[config.mk]
export PLATFORM = sky130hd
export DESIGN_NAME = btn_debounce
export DESIGN_NICKNAME = d
export VERILOG_FILES = /design/src/rtl/btn_debounce.sv
export SDC_FILE = /design/constraint.sdc
export NUM_CORES = 1
export LEC_CHECK = 0
export ABC_AREA = 0
export CAP_MARGIN = 20
export CORE_AREA = 2 2 55 70
export DETAILED_ROUTE_END_ITERATION = 8
export DIE_AREA = 0 0 57 72
export HOLD_SLACK_MARGIN = 0.03
export PLACE_DENSITY = 0.9
export SKIP_LAST_GASP = 1
export SYNTH_ARGS = -nofsm -noshare
export SYNTH_HDL_FRONTEND = slang
export SYNTH_SLANG_ARGS = --single-unit
[constraint.sdc]
create_clock -name clk_i -period 2 [get_ports clk_i]
set_clock_uncertainty 0.05 [all_clocks]
set_input_delay 0.4 -clock clk_i [delete_from_list [all_inputs] [get_ports clk_i]]
set_output_delay 0.4 -clock clk_i [all_outputs]
set_load 0.02 [all_outputs]
[src/rtl/btn_debounce.sv]
// btn_debounce: 2-flop synchronizer plus tick-sampled debounce FSM per button, giving a clean level and a press pulse.
// Define BTN_DEBOUNCE_AUTOREPEAT_EN to add auto-repeat pulses while a button is held.
module btn_debounce #(
  parameter int N_BTN        = 5,
  parameter int STABLE_TICKS = 4,
  parameter int CNT_W        = 3,
  parameter int REPEAT_DLY   = 25,
  parameter int REPEAT_RATE  = 8
) (
  input  logic             clk_i,
  input  logic             rst_ni,
  input  logic             tick_i,
  input  logic [N_BTN-1:0] btn_i,
  output logic [N_BTN-1:0] btn_level_o,
  output logic [N_BTN-1:0] btn_press_o
);

  typedef enum logic [1:0] {
    REL     = 2'd0,
    REL_CHK = 2'd1,
    PRS     = 2'd2,
    PRS_CHK = 2'd3
  } state_e;

  localparam logic [CNT_W-1:0] CNT_LAST    = CNT_W'(STABLE_TICKS - 1);
  localparam bit               SINGLE_TICK = (STABLE_TICKS == 1);

  logic [N_BTN-1:0] sync1_q;
  logic [N_BTN-1:0] sync2_q;

  always_ff @(posedge clk_i) begin
    if (!rst_ni) begin
      sync1_q <= '0;
      sync2_q <= '0;
    end else begin
      sync1_q <= btn_i;
      sync2_q <= sync1_q;
    end
  end

`ifdef BTN_DEBOUNCE_AUTOREPEAT_EN
  localparam int RPT_MAX = (REPEAT_DLY > REPEAT_RATE) ? REPEAT_DLY : REPEAT_RATE;
  localparam int RPT_W   = $clog2(RPT_MAX + 1);
  localparam logic [RPT_W-1:0] RPT_FIRST = RPT_W'(REPEAT_DLY);
  localparam logic [RPT_W-1:0] RPT_NEXT  = RPT_W'(REPEAT_RATE);
`else
  logic unused_repeat_cfg;
  assign unused_repeat_cfg = ^{32'(REPEAT_DLY), 32'(REPEAT_RATE)};
`endif

  for (genvar gi = 0; gi < N_BTN; gi++) begin : g_btn
    state_e           state_q;
    logic [CNT_W-1:0] cnt_q;
    logic [CNT_W-1:0] cnt_d;
    logic             level_q;
    logic             press_q;
    logic             btn_s;

    assign btn_s = sync2_q[gi];
    assign cnt_d = cnt_q + CNT_W'(1);

`ifdef BTN_DEBOUNCE_AUTOREPEAT_EN
    logic [RPT_W-1:0] rpt_cnt_q;
    logic [RPT_W-1:0] rpt_cnt_d;
    logic             rpt_armed_q;
    logic             rpt_fire_d;

    // Before the first repeat the interval is REPEAT_DLY, afterwards REPEAT_RATE.
    assign rpt_cnt_d  = rpt_cnt_q + RPT_W'(1);
    assign rpt_fire_d = rpt_armed_q ? (rpt_cnt_d == RPT_NEXT) : (rpt_cnt_d == RPT_FIRST);
`endif

    always_ff @(posedge clk_i) begin
      if (!rst_ni) begin
        state_q     <= REL;
        cnt_q       <= '0;
        level_q     <= 1'b0;
        press_q     <= 1'b0;
`ifdef BTN_DEBOUNCE_AUTOREPEAT_EN
        rpt_cnt_q   <= '0;
        rpt_armed_q <= 1'b0;
`endif
      end else begin
        press_q <= 1'b0;
        if (tick_i) begin
          case (state_q)
            REL: begin
              if (btn_s) begin
                if (SINGLE_TICK) begin
                  state_q     <= PRS;
                  level_q     <= 1'b1;
                  press_q     <= 1'b1;
`ifdef BTN_DEBOUNCE_AUTOREPEAT_EN
                  rpt_cnt_q   <= '0;
                  rpt_armed_q <= 1'b0;
`endif
                end else begin
                  state_q <= REL_CHK;
                  cnt_q   <= CNT_W'(1);
                end
              end
            end
            REL_CHK: begin
              if (!btn_s) begin
                state_q <= REL;
                cnt_q   <= '0;
              end else if (cnt_q == CNT_LAST) begin
                state_q     <= PRS;
                cnt_q       <= '0;
                level_q     <= 1'b1;
                press_q     <= 1'b1;
`ifdef BTN_DEBOUNCE_AUTOREPEAT_EN
                rpt_cnt_q   <= '0;
                rpt_armed_q <= 1'b0;
`endif
              end else begin
                cnt_q <= cnt_d;
              end
            end
            PRS: begin
              if (!btn_s) begin
                if (SINGLE_TICK) begin
                  state_q <= REL;
                  level_q <= 1'b0;
                end else begin
                  state_q <= PRS_CHK;
                  cnt_q   <= CNT_W'(1);
                end
              end
`ifdef BTN_DEBOUNCE_AUTOREPEAT_EN
              else if (rpt_fire_d) begin
                press_q     <= 1'b1;
                rpt_cnt_q   <= '0;
                rpt_armed_q <= 1'b1;
              end else begin
                rpt_cnt_q <= rpt_cnt_d;
              end
`endif
            end
            PRS_CHK: begin
              // Repeat counter is left untouched here so a bounce only pauses it.
              if (btn_s) begin
                state_q <= PRS;
                cnt_q   <= '0;
              end else if (cnt_q == CNT_LAST) begin
                state_q <= REL;
                cnt_q   <= '0;
                level_q <= 1'b0;
              end else begin
                cnt_q <= cnt_d;
              end
            end
            default: begin
              state_q <= REL;
              cnt_q   <= '0;
              level_q <= 1'b0;
            end
          endcase
        end
      end
    end

    assign btn_level_o[gi] = level_q;
    assign btn_press_o[gi] = press_q;
  end

endmodule

* Word level (Yosys, flattened, before mapping)
Cells that the tools add are included.
** Word-level totals
- Bits in writable memories :: 0
- Word-level logic and storage cells :: 212
- Memories kept :: 0
- Bits in registers :: 45
- Output and inout port bits :: 10
- ROM bits :: 0
- Bits of input ports :: 8
- Latch bits :: 0
** Cells by class
- Muxes and demuxes :: 95
- Magnitude comparators :: 0
- Reductions and logical operators :: 30
- Multiply operators :: 0
- Add/subtract/negate cells :: 5
- Bitwise gates (word level) :: 0
- Divide/modulo/power cells :: 0
- Shift-type cells :: 0
- Equality and inequality tests :: 60
** Operators by type and width (number)
- $mux 3 :: 25
- $mux 2 :: 30
- $ne 2x2->1 const B :: 30
- $pmux 3 s4 :: 5
- $pmux 2 s4 :: 5
- $ne 3x3->1 const B :: 10
- $reduce_and 6->1 :: 5
- $mux 1 :: 25
- $reduce_and 5->1 :: 5
- $eq 2x2->1 const B :: 10
- $reduce_and 4->1 :: 5
- $add 3x1->3 const B :: 5
- $eq 3x2->1 const B :: 5
- $reduce_and 3->1 :: 5
- $eq 2x1->1 const B :: 5
- $logic_not 2->1 :: 5
- $pmux 1 s2 :: 5
- $reduce_bool 2->1 :: 5

* Logic depth before layout (Yosys ltp)
Gate-level depths: netlist (run 1).
- Word-level depth :: 4
- Depth in mapped cells :: 4

* Worst setup path before layout (run 1)
Ideal clock, no wire load.
- Kind :: reg-to-reg
- Start point :: register g_btn[3].cnt_q[0]
- End point :: register g_btn[3].level_q
- Cell stages (with the launch flop) :: 5
- Buffers on the path :: 0
- Path slack :: 0.744 ns
- Required time :: 1.855 ns
- Arrival time :: 1.111 ns
- Period minus slack after synthesis :: 1.256 ns
- Path through :: dfxtp_1 > ha_1 > nand4b_1 > o21bai_1 > a221oi_1
** On the way
- Word-level cells in the longest chain between the ends :: 3
- Elaborated cells on any way between the ends :: 4
- Classes of those cells :: 3 x eq/ne; 1 x reduce/logical
** Ends and longest elaborated chain
- from (decl) :: line 53 : logic [CNT_W-1:0] cnt_q;
- from (signal assigned) :: line 117 : cnt_q <= cnt_d;
- from (signal assigned) :: line 150 : cnt_q <= cnt_d;
- $eq 3x2->1 (*) :: line 107, 145
- $ne 2x2->1 (no source line)
- $reduce_and 6->1 (no source line) (*)
- to (signal assigned) :: line 110 : level_q <= 1'b1;
- to (signal assigned) :: line 148 : level_q <= 1'b0;
- to (signal assigned) :: line 156 : level_q <= 1'b0;
- to (decl) :: line 55 : logic level_q;
Mark *: on every way between the ends. The rest lies on a longest branch, timed or not.
A chain may end at the register's enable or synchronous reset.

* Worst setup path in the final report (run 1)
- Start point :: register g_btn[4].level_q
- End point :: output btn_level_o[4]
** RTL lines
- from (decl) :: line 55
- from (signal assigned) :: line 77 : level_q <= 1'b0;
- from (signal assigned) :: line 91 : level_q <= 1'b1;
- from (signal assigned) :: line 110
- to (decl) :: line 14 : output logic [N_BTN-1:0] btn_level_o,
No word-level cell between the ends.

==> reports/qor.txt, run 1 <==
hold-critical path depth -> 1
Die ar. -> 4100 um^2
hpwl dp -> 2470 um
Worst-path clk slew -> 0.08 ns
top cells by area, synth -> dfxtp_1 45%, buf_4 3.8%, and2_1 3.1%, ha_1 3.1%, a21oi_1 2.5%
vias in the first global route -> 1485
CP max stage cell -> clkdlybuf4s50_1
Tot GR Track Use -> 0.193
CP Max Fanout -> 3
total power -> 0.00178 W
Hold Crit Class -> reg -> reg
post-route ant nets -> 0
Synth Instances -> 210
number of buffers created by CTS -> 5
Layout area overhead -> 13.6%
RSZ-0062 raised after global routing -> no
most common flop cell mapped by yosys -> dfxtp_1
FF-to-FF path depth -> 4
Final Hold Fails -> 0
count leader, synth -> dfxtp_1
post_cts resized -> 0
IO Pins -> 18
Setup violations, final -> 0
biggest area consumer among synthesized cells -> dfxtp_1
core area -> 3420 um^2
TritonCTS clock tree -> yes
CTS sink count -> 45
initial DRC count -> 42
slew margin rel. -> 0.706
setup TNS -> 0 ns
initial antenna violation count -> 0
Buf/Inv on CP -> 1
Post-synth EDFFs -> 0
final core occ -> 0.662
status -> finished, final reports clean
Initial Util -> 0.582
pin count of the biggest net entering global routing -> 25
IR drop worst, VDD -> 740 uV
fin crit period -> 1.72 ns
Setup CP Type -> reg -> out
Arr. time, crit path -> 1.27 ns
root buffer cell -> clkbuf_8
fin crit share -> 0.862
number of vias in the routed layout -> 1537
fillers -> 275
required time of the worst setup path -> 1.55 ns
Routability Congestion -> 0.830
residual DRC count -> 0
row count -> 24
final WL -> 3640 um
drt first pass iters -> 4
worst-skew pair later-pin latency -> 0.30 ns
fraction of layout cells with a size suffix above 1 -> 0.0818
nets@finish -> 232
Crit path depth -> 1
leakage -> 0.870 nW
DR vias/cell -> 5.93
post-synthesis cell area -> 1990 um^2
final global-route overflow total -> 0
number of port buffers -> 17
CP Cell Sequence -> clkdlybuf4s50_1
most instantiated cells after synthesis -> 45 x dfxtp_1, 13 x nand2_1, 11 x inv_1
setup bufs post-CTS -> 0
Max Transition Viols Final -> 0
Routed WL per cell -> 14.1 um
nature of the critical path endpoint -> output port
FF+latch count, synth -> 45
Syn. warnings -> 0
Synth cell types -> 40
chip height -> 72 um
Antenna Cells -> 0
Seq/Total Area, Yosys -> 0.452
Synth top area share -> 0.452
cts hold-fix bufs -> 0
Achievable Freq -> 0.580 GHz
pwr dens -> 784 nW/um^2
synthesized area per cell -> 9.49 um^2
H-tree depth -> 2
Net Count, Synth -> 223
actual slew at the worst max-slew pin -> 0.441 ns
first-pass GRT wire length -> 6180 um
max-cap violations -> 0
startpoint types -> flop
CP peak stage delay -> 0.62 ns
Die X -> 57 um
Async S/R FF share, synth -> 0
Clock Path Buffers -> 2
CP top delay family -> buffers and inverters
cell type report:
cell class / instances / area [um^2] / area share
Multi-Input combinational cell: 133 / 930 / 0.410
Tap cell: 39 / 48.8 / 0.0215
Timing Repair Buffer: 22 / 220 / 0.0972
Inverter: 12 / 45.0 / 0.0199
Clock inverter: 2 / 37.5 / 0.0166
Clock buffer: 6 / 82.6 / 0.0365
Sequential cell: 45 / 901 / 0.398
per-stage QoR:
| stage | std cells | hold slack, ns | instance area (um^2) | setup slack, ns |
|---|---|---|---|---|
| final | 259 | 0.383 | 2260 | 0.275 |
| after global routing | 259 | 0.404 | 2260 | 0.221 |
| after CTS | 259 | 0.394 | 2260 | 0.255 |
| after detailed placement | 251 | 0.373 | 2140 | 0.0716 |
| after global placement | 251 | 0.365 | 2140 | 0.102 |
| after floorplan | 210 | 0.362 | 1990 | 0.744 |
report_power, final:
group	internal, W	switching, W	total [W]	leakage (nW)
logic	0.0000570	0.0000639	0.000121	0.446
clock network	0.000406	0.000309	0.000715	0.0574
registers	0.000918	0.0000203	0.000939	0.366
worst reg2reg max path: stages, from the launching register on:
cell,delay (ns)
dfxtp_1,0.34
ha_1,0.24
nor2b_1,0.18
mux2_2,0.27
a211oi_1,0.22
final timing paths:
| kind | start | to | slack, ns |
|---|---|---|---|
| worst min-delay path | sync1_q[2]$_SDFF_PN0_ | sync2_q[2]$_SDFF_PN0_ | 0.38 |
| worst max register to register | g_btn[2].cnt_q[0]$_SDFFE_PN0P_ | g_btn[2].cnt_q[0]$_SDFFE_PN0P_ | 0.62 |
| worst min register to register | sync1_q[2]$_SDFF_PN0_ | sync2_q[2]$_SDFF_PN0_ | 0.38 |
| worst max-delay path | g_btn[4].level_q$_SDFFE_PN0P_ | btn_level_o[4] | 0.28 |
logic make-up after synthesis:
family | after synthesis | synth area share
simple gates | 60 | 0.175
compound gates | 52 | 0.183
flops | 45 | 0.452
buf+inv | 32 | 0.0816
xor+xnor | 10 | 0.0439
mux | 6 | 0.0326
fa+ha+maj | 5 | 0.0314
layer usage:
metal  part of all wire  vias to the layer above  global-route usage
li1                   -                      766                   -
met1               0.45                      738               0.213
met2               0.50                       28               0.330
met3              0.034                        5              0.0624
met4              0.018                        0              0.0982
met5                  0                        -                   0
layout by cell type (no fill, tap or decap), drive strengths merged, types with 6 or more instances in the layout:
cell and instances:
clkdlybuf4s50 17, dfxtp 45, nor3 10, and2 10, clkbuf 6, o21ai 10
inv 12, a21oi 10, nand2 13
Note: power is estimated with default switching activity, not from simulation.
==> inputs of run 2 (changes only) <==
Settings changed: PLACE_DENSITY 0.9 to default, PLACE_DENSITY_LB_ADDON from default to 0.2.
==> run 2 against run 1 <==
Combinational power about the same. Routed wire length increased by 2.9%. First-iteration DRC count increased by 50%. Final area decreased by 1.7%. Largest power group unchanged.
==> reports/qor.txt, run 2 (synthesized netlist as in run 1, its figures left out) <==
reg2reg start -> g_btn[0].cnt_q[0]$_SDFFE_PN0P_
row count -> 24 (unchanged)
most common cell after layout, fill and taps aside -> dfxtp_1
residual DRC count -> 0 (unchanged)
Initial Util -> 0.582 (unchanged)
Antenna Cells -> 0 (unchanged)
Routed WL per cell -> 14.5 um (+2.9%)
Setup violations, final -> 0 (unchanged)
core area -> 3420 um^2 (unchanged)
Achievable Freq -> 0.586 GHz (+1.1%)
slew margin rel. -> 0.714 (+0.00769)
cts hold-fix bufs -> 0 (unchanged)
Clock Path Buffers -> 2 (unchanged)
setup TNS -> 0 ns (unchanged)
leakage -> 0.857 nW (-1.5%)
HP Start -> sync1_q[2]$_SDFF_PN0_
number of port buffers -> 17 (unchanged)
setup bufs post-CTS -> 0 (unchanged)
RSZ-0062 raised after global routing -> no
drt first pass iters -> 5 (+1)
number of vias in the routed layout -> 1559 (+1.4%)
root buffer cell -> clkbuf_8
status -> finished, final reports clean
max-cap violations -> 0 (unchanged)
first-pass GRT wire length -> 6360 um (+2.9%)
CP max stage cell -> clkdlybuf4s50_1
Setup CP Type -> reg -> out
Die X -> 57 um (unchanged)
post-route ant nets -> 0 (unchanged)
CP top delay family -> buffers and inverters
CP peak stage delay -> 0.61 ns (about the same)
crit path from -> g_btn[3].level_q$_SDFFE_PN0P_
Die ar. -> 4100 um^2 (unchanged)
Hold WS -> 0.393 ns (+0.00969 ns)
actual slew at the worst max-slew pin -> 0.429 ns (-0.0115 ns)
Max Transition Viols Final -> 0 (unchanged)
final core occ -> 0.650 (-0.0113)
fin crit period -> 1.71 ns (-0.0187 ns)
CTS sink count -> 45 (unchanged)
clock power share -> 0.344 (-0.059)
final global-route overflow total -> 0 (unchanged)
nature of the critical path endpoint -> output port
vias in the first global route -> 1525 (+2.7%)
CP Cell Sequence -> clkdlybuf4s50_1
Seq pwr share -> 0.581 (+0.052)
nets@finish -> 233 (+0.43%)
pwr dens -> 725 nW/um^2 (-7.4%)
Worst-path clk slew -> 0.08 ns (about the same)
Comb pwr share -> 0.075 (+0.007)
pin count of the biggest net entering global routing -> 25 (unchanged)
final WL -> 3750 um (+2.9%)
DR vias/cell -> 6.02 (+1.4%)
initial antenna violation count -> 0 (unchanged)
IR drop worst, VDD -> 689 uV (-6.9%)
Buf/Inv on CP -> 1 (unchanged)
Routability Congestion -> 0.885 (+6.7%)
hpwl dp -> 2610 um (+5.7%)
Int Pwr -> 0.00125 W (-9.6%)
leading cell types in the layout, fill and taps excluded -> 45 x dfxtp_1, 17 x clkdlybuf4s50_1, 13 x nand2_1, 11 x inv_1
initial DRC count -> 63 (+50%)
Final Hold Fails -> 0 (unchanged)
total power -> 0.00161 W (-9.0%)
number of buffers created by CTS -> 5 (unchanged)
Layout area overhead -> 11.7%
worst-skew pair later-pin latency -> 0.29 ns (about the same)
Sw Ratio -> 0.227 (+0.00511)
Tot GR Track Use -> 0.198 (+0.00543)
startpoint types -> flop
fraction of layout cells with a size suffix above 1 -> 0.0773 (-0.00455)
H-tree depth -> 2 (unchanged)
sw power -> 0.000366 W (-6.9%)
Hold Crit Class -> reg -> reg
IO Pins -> 18 (unchanged)
post_cts resized -> 0 (unchanged)
TritonCTS clock tree -> yes
fin crit share -> 0.853 (-0.00935)
chip height -> 72 um (unchanged)
Arr. time, crit path -> 1.26 ns (about the same)
CP Max Fanout -> 3 (unchanged)
required time of the worst setup path -> 1.55 ns (about the same)
[run 2: cell count changes in the layout (fill, tap and decap cells not counted), sizes merged]
cell and delta:
buf +1, bufinv -1, clkbuf +1, clkinvlp -1
[run 2: cell type report]
| class | count | area, um^2 |
|---|---|---|
| Tap cell | 39 | 48.8 |
| Sequential cell | 45 | 901 |
| Inverter | 12 | 45.0 |
| Clock buffer | 7 | 86.3 |
| Fill cell | 290 | 1200 |
| Timing Repair Buffer | 23 | 215 |
| Multi-Input combinational cell | 133 | 930 |
[run 2: through the flow]
step / std cells / setup slack (ns) / cell area [um^2]
3_5_place_dp: 252 / 0.0976 / 2140
5_1_grt: 259 / 0.231 / 2230
3_3_place_gp: 252 / 0.166 / 2140
4_1_cts: 259 / 0.279 / 2230
6_report: 259 / 0.294 / 2230
2_1_floorplan: 210 / 0.744 / 1990
[run 2: per-layer routing]
layer	vias to the layer above	wire [um]	track usage
li1	767	-	-
met1	746	1630	0.215
met2	40	1940	0.328
met3	6	117	0.0553
met4	0	63	0.145
met5	-	0	0
[run 2: power groups by stage]
stage | Sequential (W) | Combinational [W] | Clock (W)
floorplan | 0.000953 | 0.0000840 | 0
detailed placement | 0.000959 | 0.000119 | 0
finish | 0.000939 | 0.000120 | 0.000556
global route | 0.000942 | 0.000132 | 0.000597
global placement | 0.000958 | 0.000115 | 0
CTS | 0.000938 | 0.000120 | 0.000562
[run 2: worst paths after layout]
check | to | slack [ns] | cells after the start
max | btn_level_o[3] | 0.29 | 1
min | sync2_q[2]$_SDFF_PN0_ | 0.39 | 1
max reg2reg | g_btn[0].level_q$_SDFFE_PN0P_ | 0.59 | 4
min reg2reg | sync2_q[2]$_SDFF_PN0_ | 0.39 | 1
==> inputs of run 3 (changes only) <==
Settings changed: CELL_PAD_IN_SITES_DETAIL_PLACEMENT from default to 0, CELL_PAD_IN_SITES_GLOBAL_PLACEMENT from default to 1, CORE_AREA 2 2 55 70 to 2 2 62 78, DIE_AREA 0 0 57 72 to 0 0 64 80.
==> run 3 against run 2 <==
Sequential share of layout area shrank 0.56 points. Die area grew 25%. Final cell count grew 7.7%. Largest cell class unchanged.
==> reports/qor.txt, run 3 (synthesized netlist as in run 1, its figures left out) <==
status -> finished, final reports clean
Buf/Inv on CP -> 1 (unchanged)
total power -> 0.00162 W (+0.44%)
nature of the critical path endpoint -> output port
fillers -> 422 (+46%)
fin crit period -> 1.71 ns (+0.00666 ns)
leakage -> 0.862 nW (+0.56%)
final WL -> 3750 um (-0.11%)
setup TNS -> 0 ns (unchanged)
core area -> 4360 um^2 (+27%)
initial DRC count -> 85 (+35%)
Worst-path clk slew -> 0.08 ns (about the same)
pin count of the biggest net entering global routing -> 25 (unchanged)
residual DRC count -> 0 (unchanged)
CP Cell Sequence -> clkdlybuf4s50_1
CTS sink count -> 45 (unchanged)
vias in the first global route -> 1494 (-2.0%)
Clock Path Buffers -> 2 (unchanged)
max-cap violations -> 0 (unchanged)
Setup violations, final -> 0 (unchanged)
startpoint types -> flop
first-pass GRT wire length -> 6440 um (+1.3%)
Die X -> 64 um (+12%)
Arr. time, crit path -> 1.26 ns (about the same)
Hold Crit Class -> reg -> reg
CP peak stage delay -> 0.61 ns (about the same)
required time of the worst setup path -> 1.55 ns (about the same)
IR drop worst, VDD -> 312 uV (-55%)
CP top delay family -> buffers and inverters
drt first pass iters -> 4 (-1)
Layout area overhead -> 13.2%
IO Pins -> 18 (unchanged)
fin crit share -> 0.856 (+0.00333)
pwr dens -> 719 nW/um^2 (-0.95%)
Antenna Cells -> 0 (unchanged)
H-tree depth -> 2 (unchanged)
leading cell types in the layout, fill and taps excluded -> 45 x dfxtp_1, 17 x clkdlybuf4s50_1, 13 x nand2_1, 11 x inv_1
cts hold-fix bufs -> 0 (unchanged)
Routed WL per cell -> 13.4 um (-7.3%)
DR vias/cell -> 5.51 (-8.5%)
row count -> 27 (+13%)
nets@finish -> 234 (+0.43%)
CP Max Fanout -> 3 (unchanged)
Routability Congestion -> 0.829 (-6.4%)
chip height -> 80 um (+11%)
initial antenna violation count -> 0 (unchanged)
final global-route overflow total -> 0 (unchanged)
actual slew at the worst max-slew pin -> 0.457 ns (+0.0278 ns)
post-route ant nets -> 0 (unchanged)
CP max stage cell -> clkdlybuf4s50_1
fraction of layout cells with a size suffix above 1 -> 0.0814 (+0.00418)
Max Transition Viols Final -> 0 (unchanged)
most common cell after layout, fill and taps aside -> dfxtp_1
hpwl dp -> 2580 um (-1.2%)
Tot GR Track Use -> 0.160 (-0.0388)
post_cts resized -> 0 (unchanged)
Setup CP Type -> reg -> out
number of port buffers -> 17 (unchanged)
root buffer cell -> clkbuf_8
TritonCTS clock tree -> yes
setup bufs post-CTS -> 0 (unchanged)
worst-skew pair later-pin latency -> 0.30 ns (about the same)
Die ar. -> 5120 um^2 (+25%)
number of buffers created by CTS -> 5 (unchanged)
Initial Util -> 0.457 (-0.125)
RSZ-0062 raised after global routing -> no
number of vias in the routed layout -> 1537 (-1.4%)
Final Hold Fails -> 0 (unchanged)
slew margin rel. -> 0.695 (-0.0185)
Achievable Freq -> 0.584 GHz (-0.39%)
[run 3: changes by cell type in the layout (fill, tap and decap cells not counted)]
cell / delta
buf_4: +1
[run 3: area by class of cell]
type | count | area [um^2] | area share
clock buffer | 7 | 86.3 | 0.0382
inverter | 12 | 45.0 | 0.0200
multi-input combinational | 133 | 930 | 0.412
sequential | 45 | 901 | 0.399
tap | 58 | 72.6 | 0.0322
timing repair buffer | 24 | 223 | 0.0987
[run 3: final timing paths]
kind                             startpoint  slack [ns]  cells past startpoint                             to
min reg2reg           sync1_q[1]$_SDFF_PN0_        0.39                      1          sync2_q[1]$_SDFF_PN0_
max reg2reg  g_btn[0].cnt_q[0]$_SDFFE_PN0P_        0.62                      4  g_btn[0].level_q$_SDFFE_PN0P_
max           g_btn[2].level_q$_SDFFE_PN0P_        0.29                      1                 btn_level_o[2]
min                   sync1_q[1]$_SDFF_PN0_        0.39                      1          sync2_q[1]$_SDFF_PN0_
[run 3: layer usage]
layer	part of all wire	up-vias	global-route usage	wire, um
li1	-	765	-	-
met1	0.45	719	0.181	1690
met2	0.49	46	0.274	1820
met3	0.046	7	0.0437	174
met4	0.016	0	0.0761	61
met5	0	-	0	0
[run 3: power by group]
part | total (W) | switching, W | internal [W]
Clock | 0.000561 | 0.000287 | 0.000274
Sequential | 0.000939 | 0.0000205 | 0.000918
Combinational | 0.000122 | 0.0000648 | 0.0000570
[run 3: through the flow]
stage	util	hold slack, ns	setup slack, ns	area (um^2)	std cells
final	0.518	0.387	0.287	2260	279
after global routing	0.518	0.409	0.220	2260	279
after CTS	0.518	0.392	0.264	2260	279
after detailed placement	0.498	0.368	0.107	2170	272
after global placement	0.498	0.364	0.154	2170	272
after floorplan	-	0.362	0.744	1990	210
